File: config.mk
export PLATFORM = sky130hd
export DESIGN_NAME = mixcol_seq
export DESIGN_NICKNAME = d
export VERILOG_FILES = /design/src/rtl/aes_pkg.sv /design/src/rtl/xtime.sv /design/src/rtl/mixcol_seq.sv
export SDC_FILE = /design/constraint.sdc
export NUM_CORES = 1
export LEC_CHECK = 0
export BUFFER_PORTS_ARGS = -buffer_cell sky130_fd_sc_hd__buf_2
export CAP_MARGIN = 15
export CORE_UTILIZATION = 40
export CTS_CLUSTER_DIAMETER = 50
export DETAILED_ROUTE_END_ITERATION = 10
export GPL_TIMING_DRIVEN = 0
export HOLD_SLACK_MARGIN = 0.03
export PLACE_DENSITY = 0.65
export SKIP_LAST_GASP = 1
export SLEW_MARGIN = 15
export SYNTH_ARGS = -nofsm -noshare
export SYNTH_HDL_FRONTEND = slang
export SYNTH_SLANG_ARGS = --single-unit
File: constraint.sdc
create_clock -name clk -period 3.3 [get_ports clk]
set_clock_uncertainty 0.15 [all_clocks]
set_input_delay 0.66 -clock clk [delete_from_list [all_inputs] [get_ports clk]]
set_output_delay 0.66 -clock clk [all_outputs]
set_load 0.1 [all_outputs]
File: src/rtl/aes_pkg.sv
// Shared AES definitions: state geometry, field polynomial, FSM encoding
// and a byte extractor following the big-endian byte order of the state.
package aes_pkg;

    localparam int         AES_STATE_W = 128;
    localparam int         AES_BYTES   = 16;
    localparam logic [7:0] AES_POLY    = 8'h1b;

    typedef enum logic [1:0] {
        IDLE    = 2'd0,
        COMPUTE = 2'd1,
        DONE    = 2'd2
    } mc_state_t;

    // Byte 0 is the most significant byte of the state.
    function automatic logic [7:0] get_byte(input logic [AES_STATE_W-1:0] st,
                                            input logic [3:0]             idx);
        return st[(AES_BYTES - 1 - int'(idx)) * 8 +: 8];
    endfunction

endpackage

File: src/rtl/xtime.sv
// GF(2^8) multiply-by-two: shift left and fold the carry back in with the
// AES reduction polynomial. Purely combinational.
module xtime
    import aes_pkg::*;
(
    input  logic [7:0] a,
    output logic [7:0] y
);

    assign y = {a[6:0], 1'b0} ^ (a[7] ? AES_POLY : 8'h00);

endmodule

File: src/rtl/mixcol_seq.sv
// Sequential AES MixColumns: LANES output bytes per cycle, each lane owning
// a single xtime unit, with valid/ready handshakes on input and output.
module mixcol_seq
    import aes_pkg::*;
#(
    parameter int LANES = 1
) (
    input  logic                   clk,
    input  logic                   rst,
    input  logic                   in_valid,
    output logic                   in_ready,
    input  logic [AES_STATE_W-1:0] in_state,
    output logic                   out_valid,
    input  logic                   out_ready,
    output logic [AES_STATE_W-1:0] out_state,
    output logic                   busy
);

    if (!(LANES == 1 || LANES == 2 || LANES == 4)) begin : g_bad_lanes
        $error("mixcol_seq: LANES must be 1, 2 or 4");
    end

    localparam logic [3:0] STEP     = 4'(LANES);
    localparam logic [3:0] LAST_CNT = 4'(AES_BYTES - LANES);

    mc_state_t              state_reg, state_next;
    logic [3:0]             cnt_reg, cnt_next;
    logic [AES_STATE_W-1:0] src_reg, src_next;
    logic [AES_STATE_W-1:0] res_reg, res_next;

    logic [LANES-1:0][7:0]  lane_byte;
    logic [LANES-1:0][3:0]  lane_idx;

    // Lane gi produces output byte cnt+gi; the counter is always a multiple
    // of LANES so the index never crosses 15.
    for (genvar gi = 0; gi < LANES; gi++) begin : g_lane
        logic [3:0] k;
        logic [7:0] a0, a1, a2, a3;
        logic [7:0] xt_in, xt_out;

        assign k  = cnt_reg + 4'(gi);
        assign a0 = get_byte(src_reg, k);
        assign a1 = get_byte(src_reg, {k[3:2], k[1:0] + 2'd1});
        assign a2 = get_byte(src_reg, {k[3:2], k[1:0] + 2'd2});
        assign a3 = get_byte(src_reg, {k[3:2], k[1:0] + 2'd3});

        assign xt_in = a0 ^ a1;

        xtime u_xtime (
            .a (xt_in),
            .y (xt_out)
        );

        assign lane_byte[gi] = xt_out ^ a1 ^ a2 ^ a3;
        assign lane_idx[gi]  = k;
    end

    always_comb begin
        state_next = state_reg;
        cnt_next   = cnt_reg;
        src_next   = src_reg;
        res_next   = res_reg;
        in_ready   = 1'b0;
        out_valid  = 1'b0;
        busy       = 1'b0;

        case (state_reg)
            IDLE: begin
                in_ready = 1'b1;
                if (in_valid) begin
                    src_next   = in_state;
                    cnt_next   = '0;
                    state_next = COMPUTE;
                end
            end
            COMPUTE: begin
                busy = 1'b1;
                for (int li = 0; li < LANES; li++) begin
                    res_next[(AES_BYTES - 1 - int'(lane_idx[li])) * 8 +: 8] = lane_byte[li];
                end
                cnt_next = cnt_reg + STEP;
                if (cnt_reg == LAST_CNT) begin
                    state_next = DONE;
                end
            end
            DONE: begin
                out_valid = 1'b1;
                if (out_ready) begin
                    state_next = IDLE;
                end
            end
            default: begin
                state_next = IDLE;
            end
        endcase
    end

    always_ff @(posedge clk) begin
        if (rst) begin
            state_reg <= IDLE;
            cnt_reg   <= '0;
            src_reg   <= '0;
            res_reg   <= '0;
        end else begin
            state_reg <= state_next;
            cnt_reg   <= cnt_next;
            src_reg   <= src_next;
            res_reg   <= res_next;
        end
    end

    assign out_state = res_reg;

endmodule

Yosys cells after proc, flatten, opt, wreduce, memory -nomap -nowiden
Index checks and enable logic that the tools add are counted.
{"block": "word_totals", "mem_bits_ro": 0, "word_cells": 46, "latch_bits": 0, "mem_bits_rw": 0, "reg_bits": 262, "out_inout_bits": 131, "n_memories": 0, "inputBits": 132}
{"block": "op_classes", "eq_ne": 6, "n_div": 0, "n_reduce_logical": 5, "n_shift": 6, "n_bitwise": 5, "muxes": 11, "n_lt_le_gt_ge": 0, "addsub": 9, "n_mul": 0}
{"op": "variable part select 128 x 8 -> 8 bit", "n": 4}
{"op": "bitwise mux 128 bit", "n": 1}
{"op": "variable shift 8 x 33 -> 128 bit (first input constant)", "n": 1}
{"op": "variable part select 8 x 33 -> 128 bit", "n": 1}
{"op": "XOR 8 bit", "n": 5}
{"op": "negation 8 -> 33 bit", "n": 1}
{"op": "subtractor 4 x 4 -> 5 bit (first input constant)", "n": 4}
{"op": "one-hot mux 4 bit (2 select lines)", "n": 1}
{"op": "two-way mux 2 bit", "n": 3}
{"op": "inequality test 2 bit (second input constant)", "n": 3}
{"op": "one-hot mux 2 bit (3 select lines)", "n": 1}
{"op": "two-way mux 5 bit", "n": 1}
{"op": "adder 2 bit (second input constant)", "n": 2}
{"op": "adder 4 x 1 -> 4 bit (second input constant)", "n": 1}
{"op": "== test 4 bit (second input constant)", "n": 1}
{"op": "two-way mux 4 bit", "n": 1}
{"op": "AND reduction 2 bit", "n": 2}
{"op": "two-way mux 1 bit", "n": 3}
{"op": "AND reduction 3 bit", "n": 1}
{"op": "adder 2 x 1 -> 2 bit (second input constant)", "n": 1}
{"op": "== test 2 x 1 -> 1 bit (second input constant)", "n": 1}
{"op": "== test 2 bit (second input constant)", "n": 1}
{"op": "zero test 2 bit", "n": 1}
{"op": "nonzero test 2 bit", "n": 1}

Logic depth before layout (Yosys ltp)
Gate-level depths: netlist of run 1.
{"block": "depth", "depth_word": 11, "ltp_mapped": 14}

Cells and area by module
A second synthesis of run 1 with hierarchy kept.
{"block": "unflattened", "hier_cells": 1439, "area_unflattened_um2": 14068.5}
{"mod": "mixcol_seq", "area_per_inst_um2": 14004.7, "cells_each": 1431, "instances": 1}
{"mod": "xtime", "area_per_inst_um2": 63.8, "cells_each": 8, "instances": 1}

Least setup slack after synthesis of run 1
Ideal clock, no wire load.
{"block": "synth_path", "path_kind": "register to register", "from": "reg cnt_reg[0]", "to": "reg res_reg[66], in the netlist out_state[66]", "setup_time_ps": 119, "path_buffers": 6, "stages_incl_launch_ff": 13, "t_arrival_ps": 3377, "setup_slack_ps": -346, "required_time_ps": 3031, "cell_sequence": "dfxtp_1 > ha_1 > buf_2 > buf_2 > buf_4 > buf_4 > buf_2 > mux4_1 > mux4_2 > xor2_1 > xnor3_1 > buf_2 > a22o_1"}
{"block": "synth_via", "elab_chain_cells": 11, "word_cells_on_any_way": 21, "cone_classes": "add/sub: 8; shift: 6; mux: 2; bitwise: 5"}
{"item": "start: declaration", "line_no": "mixcol_seq.sv:27", "rtl": "logic [3:0] cnt_reg, cnt_next;"}
{"item": "start signal: assignment", "line_no": "mixcol_seq.sv:106", "rtl": "cnt_reg <= cnt_next;"}
{"item": "adder 2 x 1 -> 2 bit", "line_no": "mixcol_seq.sv:43", "rtl": "assign a1 = get_byte(src_reg, {k[3:2], k[1:0] + 2'd1});"}
{"item": "subtractor 4 x 4 -> 5 bit", "line_no": "aes_pkg.sv:18", "rtl": "return st[(AES_BYTES - 1 - int'(idx)) * 8 +: 8];"}
{"item": "variable part select 128 x 8 -> 8 bit", "line_no": "aes_pkg.sv:18"}
{"item": "XOR 8 bit", "line_no": "mixcol_seq.sv:47", "rtl": "assign xt_in = a0 ^ a1;"}
{"item": "two-way mux 5 bit", "line_no": "xtime.sv:10", "rtl": "assign y = {a[6:0], 1'b0} ^ (a[7] ? AES_POLY : 8'h00);"}
{"item": "XOR 8 bit", "line_no": "xtime.sv:10"}
{"item": "XOR 8 bit (3 in series)", "line_no": "mixcol_seq.sv:54", "rtl": "assign lane_byte[gi] = xt_out ^ a1 ^ a2 ^ a3;"}
{"item": "variable part select 8 x 33 -> 128 bit", "line_no": "mixcol_seq.sv:79", "rtl": "res_next[(AES_BYTES - 1 - int'(lane_idx[li])) * 8 +: 8] = lane_byte[li];"}
{"item": "bitwise mux 128 bit (*)", "line_no": "mixcol_seq.sv:79"}
{"item": "end signal: assignment", "line_no": "mixcol_seq.sv:108", "rtl": "res_reg <= res_next;"}
{"item": "end: declaration", "line_no": "mixcol_seq.sv:29", "rtl": "logic [AES_STATE_W-1:0] res_reg, res_next;"}
Mark *: on every way between the ends. The rest lies on a longest branch, timed or not.
A chain may end at the register's enable or synchronous reset.

Worst setup path in the final report of run 1
{"block": "layout_path", "from": "reg cnt_reg[0]", "to": "reg res_reg[85], in the netlist out_state[85]"}
The elaborated chain is that of the path after synthesis.

==> flow_metrics.py, run 1 <==
metrics = {
    "status": {
        "status": "complete, but fails checks",
        "violations": "negative setup slack",
    },
    "setup_path": {
        "cpPeakStageDelay_ns": 0.54,
        "worstSetupEndpointType": "register",
        "r2r_cells": 15,
        "crit_path_max_fanout": 6,
        "critPathLaunchType": "register",
        "cp_slowest_cell": "mux4_2",
        "crit_top_cell": "buf_12",
        "worstSetupPathType": "register to register",
        "worstPathRequired_ns": 3.63,
        "worstPathArrival_ns": 3.83,
        "path_cells": "buf_6 -> buf_12 -> buf_12 -> buf_12 -> buf_12 -> buf_12 -> buf_8 -> mux4_2 -> a22oi_2 -> nand2_2 -> buf_6 -> xor2_2 -> xnor3_2 -> buf_8 -> a22o_1",
    },
    "run": {
        "drv_cap": 0,
    },
    "detailed_routing": {
        "wire_per_inst_um": 22.6,
        "wirelength_mm": 47.9,
        "final_antenna_net_count": 0,
        "drc": 0,
        "first_pass_iters": 5,
        "drtIter0Drc": 1321,
        "met3WireLength_mm": 4.49,
        "met2_length_mm": 22.8,
        "vias": 12300,
        "routed.top_layer": "met4",
        "drt-met1-wl_mm": 18.4,
        "via_per_inst": 5.78,
    },
    "timing": {
        "fin_ws_ns": -0.207,
        "fin_crit_sh": 1.06,
        "setup_viol": 79,
        "fmax_mhz": 285,
        "fin_crit_ns": 3.51,
        "final_max_slew_viol_count": 0,
        "max_slew.worst_pin.slew_ns": 0.852,
        "slew_headroom": 0.432,
        "hold_viol_final": 0,
        "rsz0062_at_grt": "true",
        "fin_hold_ws_ns": 0.167,
    },
    "hold_path": {
        "hp-class": "input pin to register",
        "min_path_cells": 3,
    },
    "grt": {
        "track_usage": 0.278,
        "grt_first_pass_wirelength_mm": 70.2,
        "grt_pass1_vias": 11700,
        "antenna_found_initial": 0,
        "grt-ovfl-total": 0,
        "grt_max_degree": 17,
    },
    "clock_network": {
        "numCtsBuffers": 31,
        "h-tree-depth": 1,
        "cts_sinks": 262,
        "clock_latency_ns": 0.58,
        "postCtsHoldBufs": 0,
        "cts_buffer_depth": 3,
        "cts_tree": "yes",
        "cts-root-buf": "clkbuf_16",
        "clk_pin_slew_ns": 0.06,
    },
    "power": {
        "power.total_uw": 9190,
        "power.share.sequential": 0.372,
        "p_int_uw": 6370,
        "p_clk_frac": 0.379,
        "cellLeakagePower_uw": 0.00727,
        "powerDensity_mw_per_mm2": 517,
        "swShare": 0.307,
        "ir_drop_v": 0.000429,
        "p_comb_frac": 0.249,
        "p_sw_uw": 2820,
    },
    "place": {
        "gp_congestion": 0.983,
        "numPortBuffers": 262,
        "hpwl_mm": 35.3,
        "placed_cells": 1972,
    },
    "synthesis": {
        "synth_area_per_cell_sq_um": 10.4,
        "synth_ff_type": "dfxtp_1",
        "ys.warnings.count": 0,
        "yosysSeqAreaShare": 0.398,
        "synth_edf_count": 0,
        "synth_cell_type_count": 47,
        "syn_area_sq_mm": 0.0132,
        "syn_inst": 1268,
        "synth_nets": 1402,
        "ys_ff_latch": 262,
        "synth_async_sr_flop_share": 0,
    },
    "final_layout": {
        "multiInputGateArea_sq_mm": 0.00791,
        "final_nets": 1791,
        "syn2layout_area_growth_pct": 34.8,
        "antennaDiodeCount": 0,
        "drive_gt1_frac": 0.391,
        "post-route-util": 0.547,
        "final_cell_mix": "nand2_1 (332), buf_2 (266), dfxtp_1 (259), a21oi_1 (135), mux4_2 (112)",
        "seqCellArea_sq_mm": 0.00526,
        "nFillCells": 2889,
        "stdcell_count": 2121,
        "final_common_cell": "nand2_1",
    },
    "floorplanning": {
        "start_util": 0.406,
        "core_sq_mm": 0.0325,
        "rows": 66,
        "ios": 263,
        "die_w_um": 184,
        "die_area_sq_mm": 0.0337,
        "die-height_um": 184,
    },
}
==> logic make-up (layout without fill, tap and decap cells) <==
kind of cell | count (synthesis) | after routing | synth area share
AND/OR/NAND/NOR | 417 | 417 | 0.128
AO/OA/AOI/OAI | 310 | 310 | 0.148
flip-flops | 262 | 262 | 0.398
multiplexers | 144 | 144 | 0.247
buffers and inverters | 98 | 509 | 0.0407
XOR/XNOR | 35 | 35 | 0.0359
adder cells (fa/ha/maj) | 2 | 2 | 0.00190
==> layout make-up <==
type,count,share of cell area
tap,442,0.0311
buffer,94,0.0445
clock buffer,38,0.0468
multi-input combinational,908,0.445
inverter,3,0.000634
timing repair buffer,357,0.124
sequential,262,0.296
clock inverter,17,0.0125
==> cells in the mapped netlist (9+ instances only) <==
cell	n	area, sq um
nor2_1	30	113
xnor2_1	13	114
a22o_1	82	718
a21oi_1	147	736
dfxtp_1	262	5250
a22oi_1	25	188
mux4_1	31	815
o21ai_0	48	240
xor2_1	10	87.6
clkbuf_1	46	173
nor2b_1	9	56.3
buf_4	10	75.1
buf_2	20	100
nand2_1	337	1260
buf_1	10	37.5
mux4_2	104	2340
==> per-layer routing <==
layer,track usage,vias to the layer above
met2,0.469,720
met3,0.0469,145
met1,0.350,5916
met4,0.119,0
li1,-,5475
met5,0,-
==> critical path: cells and delay by family, from the launching register on <==
kind | cells | cell delay, ns
compound gates | 2 | 0.39
xor+xnor | 2 | 0.64
buf+inv | 9 | 1.18
flops | 1 | 0.36
mux | 1 | 0.54
simple gates | 1 | 0.13
==> metrics by stage <==
| stage | setup WS [ns] | TNS, ns | area, sq um |
|---|---|---|---|
| final | -0.207 | -10.30 | 17800 |
| after global routing | -0.225 | -13.97 | 17800 |
| after CTS | -0.166 | -8.11 | 17300 |
| after detailed placement | -1.00 | -110.09 | 15100 |
| after global placement | -1.01 | -106.20 | 15100 |
| after floorplan | -0.0362 | -0.606 | 13200 |
==> final timing paths <==
path / slack, ns / startpoint / end
min reg2reg: 0.30 / out_state[103]$_SDFFE_PP0P_ / out_state[103]$_SDFFE_PP0P_
min: 0.17 / in_state[42] / src_reg[42]$_SDFFE_PP0P_
max reg2reg: -0.21 / cnt_reg[0]$_SDFFE_PP0P_ / out_state[85]$_SDFFE_PP0P_
max: -0.21 / cnt_reg[0]$_SDFFE_PP0P_ / out_state[85]$_SDFFE_PP0P_
==> power by group through the flow <==
stage | Clock, uW | Combinational, uW | Sequential [uW]
5_1_grt | 3650 | 2380 | 3430
4_1_cts | 3510 | 2130 | 3410
3_3_place_gp | 0 | 1620 | 3470
6_report | 3480 | 2280 | 3420
3_5_place_dp | 0 | 1620 | 3480
2_1_floorplan | 0 | 988 | 3530
==> repair_timing <==
action / CTS / global route
gates resized for setup: 172 / 67
pin swaps: 40 / 27
gates cloned: 4 / 0
buffers inserted: 63 / 28
setup endpoints to repair: 128 / 123
Power figures use the tool's default switching activity.
==> inputs of run 2 (changes only) <==
- SYNTH_HIERARCHICAL: unset -> 1
- TNS_END_PERCENT: unset -> 50
==> flow_metrics.py, run 2 <==
metrics = {
    "status": {
        "status": "complete, but fails checks",
        "violations": "negative setup slack",
    },
    "timing": {
        "fin_crit_ns": 3.70,
        "setup_viol": 128,
        "fmax_mhz": 270,
        "fin_crit_sh": 1.12,
        "final_max_slew_viol_count": 0,
        "slew_headroom": 0.332,
        "max_slew.worst_pin.slew_ns": 0.993,
        "fin_ws_ns": -0.399,
        "hold_viol_final": 0,
        "finalSetupTns_ns": -36.61,
        "rsz0062_at_grt": "true",
    },
    "clock_network": {
        "cts_buffer_depth": 3,
        "cts-root-buf": "clkbuf_16",
        "clock_latency_ns": 0.56,
        "numCtsBuffers": 29,
        "clk_pin_slew_ns": 0.06,
        "h-tree-depth": 1,
        "cts_tree": "yes",
        "cts_sinks": 262,
    },
    "grt": {
        "track_usage": 0.278,
        "grt_first_pass_wirelength_mm": 75.4,
        "grt-ovfl-total": 0,
        "antenna_found_initial": 0,
        "grt_pass1_vias": 12600,
        "grt_max_degree": 14,
    },
    "setup_path": {
        "worstPathRequired_ns": 3.56,
        "worstSetupEndpointType": "register",
        "worstPathArrival_ns": 3.96,
        "ff2ff_setup_slack_ns": -0.40,
        "worstSetupPathType": "register to register",
        "crit_path_max_fanout": 7,
        "critPathLaunchType": "register",
    },
    "detailed_routing": {
        "first_pass_iters": 5,
        "wirelength_mm": 51.5,
        "drtIter0Drc": 1243,
        "drc": 0,
        "final_antenna_net_count": 0,
        "vias": 13300,
        "wire_per_inst_um": 22.6,
        "via_per_inst": 5.84,
    },
    "final_layout": {
        "syn2layout_area_growth_pct": 33.0,
        "final_area_sq_mm": 0.0187,
        "drive_gt1_frac": 0.393,
        "antennaDiodeCount": 0,
        "seqCellArea_sq_mm": 0.00525,
        "stdcell_count": 2278,
        "nFillCells": 3131,
        "final_nets": 1935,
        "final_cell_mix": "nand2_1 (323), buf_2 (280), dfxtp_1 (259), mux4_2 (144), a21oi_1 (141)",
        "post-route-util": 0.541,
        "multiInputGateArea_sq_mm": 0.00876,
        "final_common_cell": "nand2_1",
    },
    "power": {
        "power.share.sequential": 0.355,
        "p_sw_uw": 3100,
        "powerDensity_mw_per_mm2": 517,
        "ir_drop_v": 0.000418,
        "p_clk_frac": 0.338,
        "p_comb_frac": 0.306,
        "p_int_uw": 6570,
        "swShare": 0.321,
        "cellLeakagePower_uw": 0.00724,
    },
    "synthesis": {
        "synth_nets": 1573,
        "synthTopCellsByCount": "nand2_1 (325), dfxtp_1 (262), mux4_2 (144)",
        "syn_area_sq_mm": 0.0141,
        "ys.warnings.count": 6,
        "synth_cell_type_count": 43,
        "synth_async_sr_flop_share": 0,
        "syn_inst": 1439,
        "synth_area_per_cell_sq_um": 9.78,
        "yosysSeqAreaShare": 0.373,
        "yosysTopAreaCellShare": 0.373,
        "synth.largest_area_cell": "dfxtp_1",
        "ys_ff_latch": 262,
        "synth_ff_type": "dfxtp_1",
        "synth_edf_count": 0,
        "yosysMostFrequentCell": "nand2_1",
        "synth_area_leaders": "dfxtp_1 (37%), mux4_2 (23%), nand2_1 (8.7%)",
    },
    "place": {
        "gp_congestion": 0.964,
        "dpl_cell_area_sq_mm": 0.0162,
        "numPortBuffers": 262,
        "placed_cells": 2156,
        "hpwl_mm": 37.3,
        "pre_cts_ws_ns": -1.08,
    },
    "floorplanning": {
        "core_sq_mm": 0.0345,
        "ios": 263,
        "start_util": 0.407,
        "die_w_um": 190,
        "die_area_sq_mm": 0.0359,
        "die-height_um": 190,
        "rows": 68,
    },
    "hold_path": {
        "hp-class": "input pin to register",
    },
    "run": {
        "drv_cap": 0,
    },
}
run 2: cell types whose count changed after synthesis, sizes merged, moves of 21 or more:
| cell | before | now |
|---|---|---|
| nor2 | 30 | 119 |
| a211oi | 1 | 76 |
| nor3 | 5 | 26 |
| nor4 | 4 | 26 |
| a22o | 82 | 6 |
| buf | 49 | 71 |
| and3 | 2 | 26 |
run 2: logic make-up after synthesis:
kind of cell / count (synthesis) / synth area share
xor gates and xnor gates: 45 / 0.0296
muxes: 160 / 0.245
adders and majority gates: 2 / 0.00178
AOI/OAI and AO/OA: 277 / 0.131
buffers and inverters: 138 / 0.0526
DFF: 262 / 0.373
and+or+nand+nor: 555 / 0.167
run 2: area by class of cell:
class,count,area share
inverters,4,0.000803
repair buffers,333,0.112
well taps,455,0.0304
clock inverters,12,0.00709
clock buffers,41,0.0444
flip-flops and latches,262,0.281
multi-input cells,1039,0.468
plain buffers,132,0.0559
run 2: metal layers:
| layer | GRT usage | routed length (um) | vias up |
|---|---|---|---|
| met4 | 0.144 | 2880 | 0 |
| met5 | 0 | 0 | - |
| met1 | 0.340 | 19200 | 6352 |
| li1 | - | - | 5947 |
| met3 | 0.0524 | 4640 | 180 |
| met2 | 0.466 | 24700 | 818 |
run 2: final timing paths:
check	start	end	depth (start not counted)
min reg2reg	out_state[69]$_SDFFE_PP0P_	out_state[69]$_SDFFE_PP0P_	2
max	cnt_reg[0]$_SDFFE_PP0P_	out_state[92]$_SDFFE_PP0P_	15
max reg2reg	cnt_reg[0]$_SDFFE_PP0P_	out_state[92]$_SDFFE_PP0P_	15
min	in_state[38]	src_reg[38]$_SDFFE_PP0P_	3
run 2: power by group through the flow:
stage,logic (uW),registers (uW),clock network [uW]
2_1_floorplan,1280,3570,0
3_3_place_gp,1980,3490,0
3_5_place_dp,1990,3500,0
4_1_cts,2760,3430,3300
5_1_grt,3070,3450,3450
6_report,2970,3440,3270
run 2: critical path, cell delays in order (launching register included):
cell and delay (ns):
dfxtp_2 0.35, buf_8 0.12, buf_12 0.10, buf_12 0.10, buf_12 0.13, buf_12 0.12, buf_12 0.12, mux4_2 0.53
mux4_2 0.53, xor2_4 0.23, xor2_4 0.25, xor2_4 0.30, buf_6 0.15, buf_8 0.13, and3_4 0.19, nor4_2 0.03
run 2: what timing repair did:
action / in CTS / in global routing
gates resized for setup: 102 / 62
gates cloned: 6 / 2
pin swaps: 27 / 26
buffers inserted: 36 / 29
hold buffers: 0 / 0
endpoints found under the setup margin: 128 / 128
run 2: metrics by stage:
step                      total power [uW]  hold slack, ns
after floorplan                       4840           0.302
after global placement                5470           0.282
after detailed placement              5490           0.291
after CTS                             9500           0.172
after global routing                  9970           0.180
final                                 9680           0.185
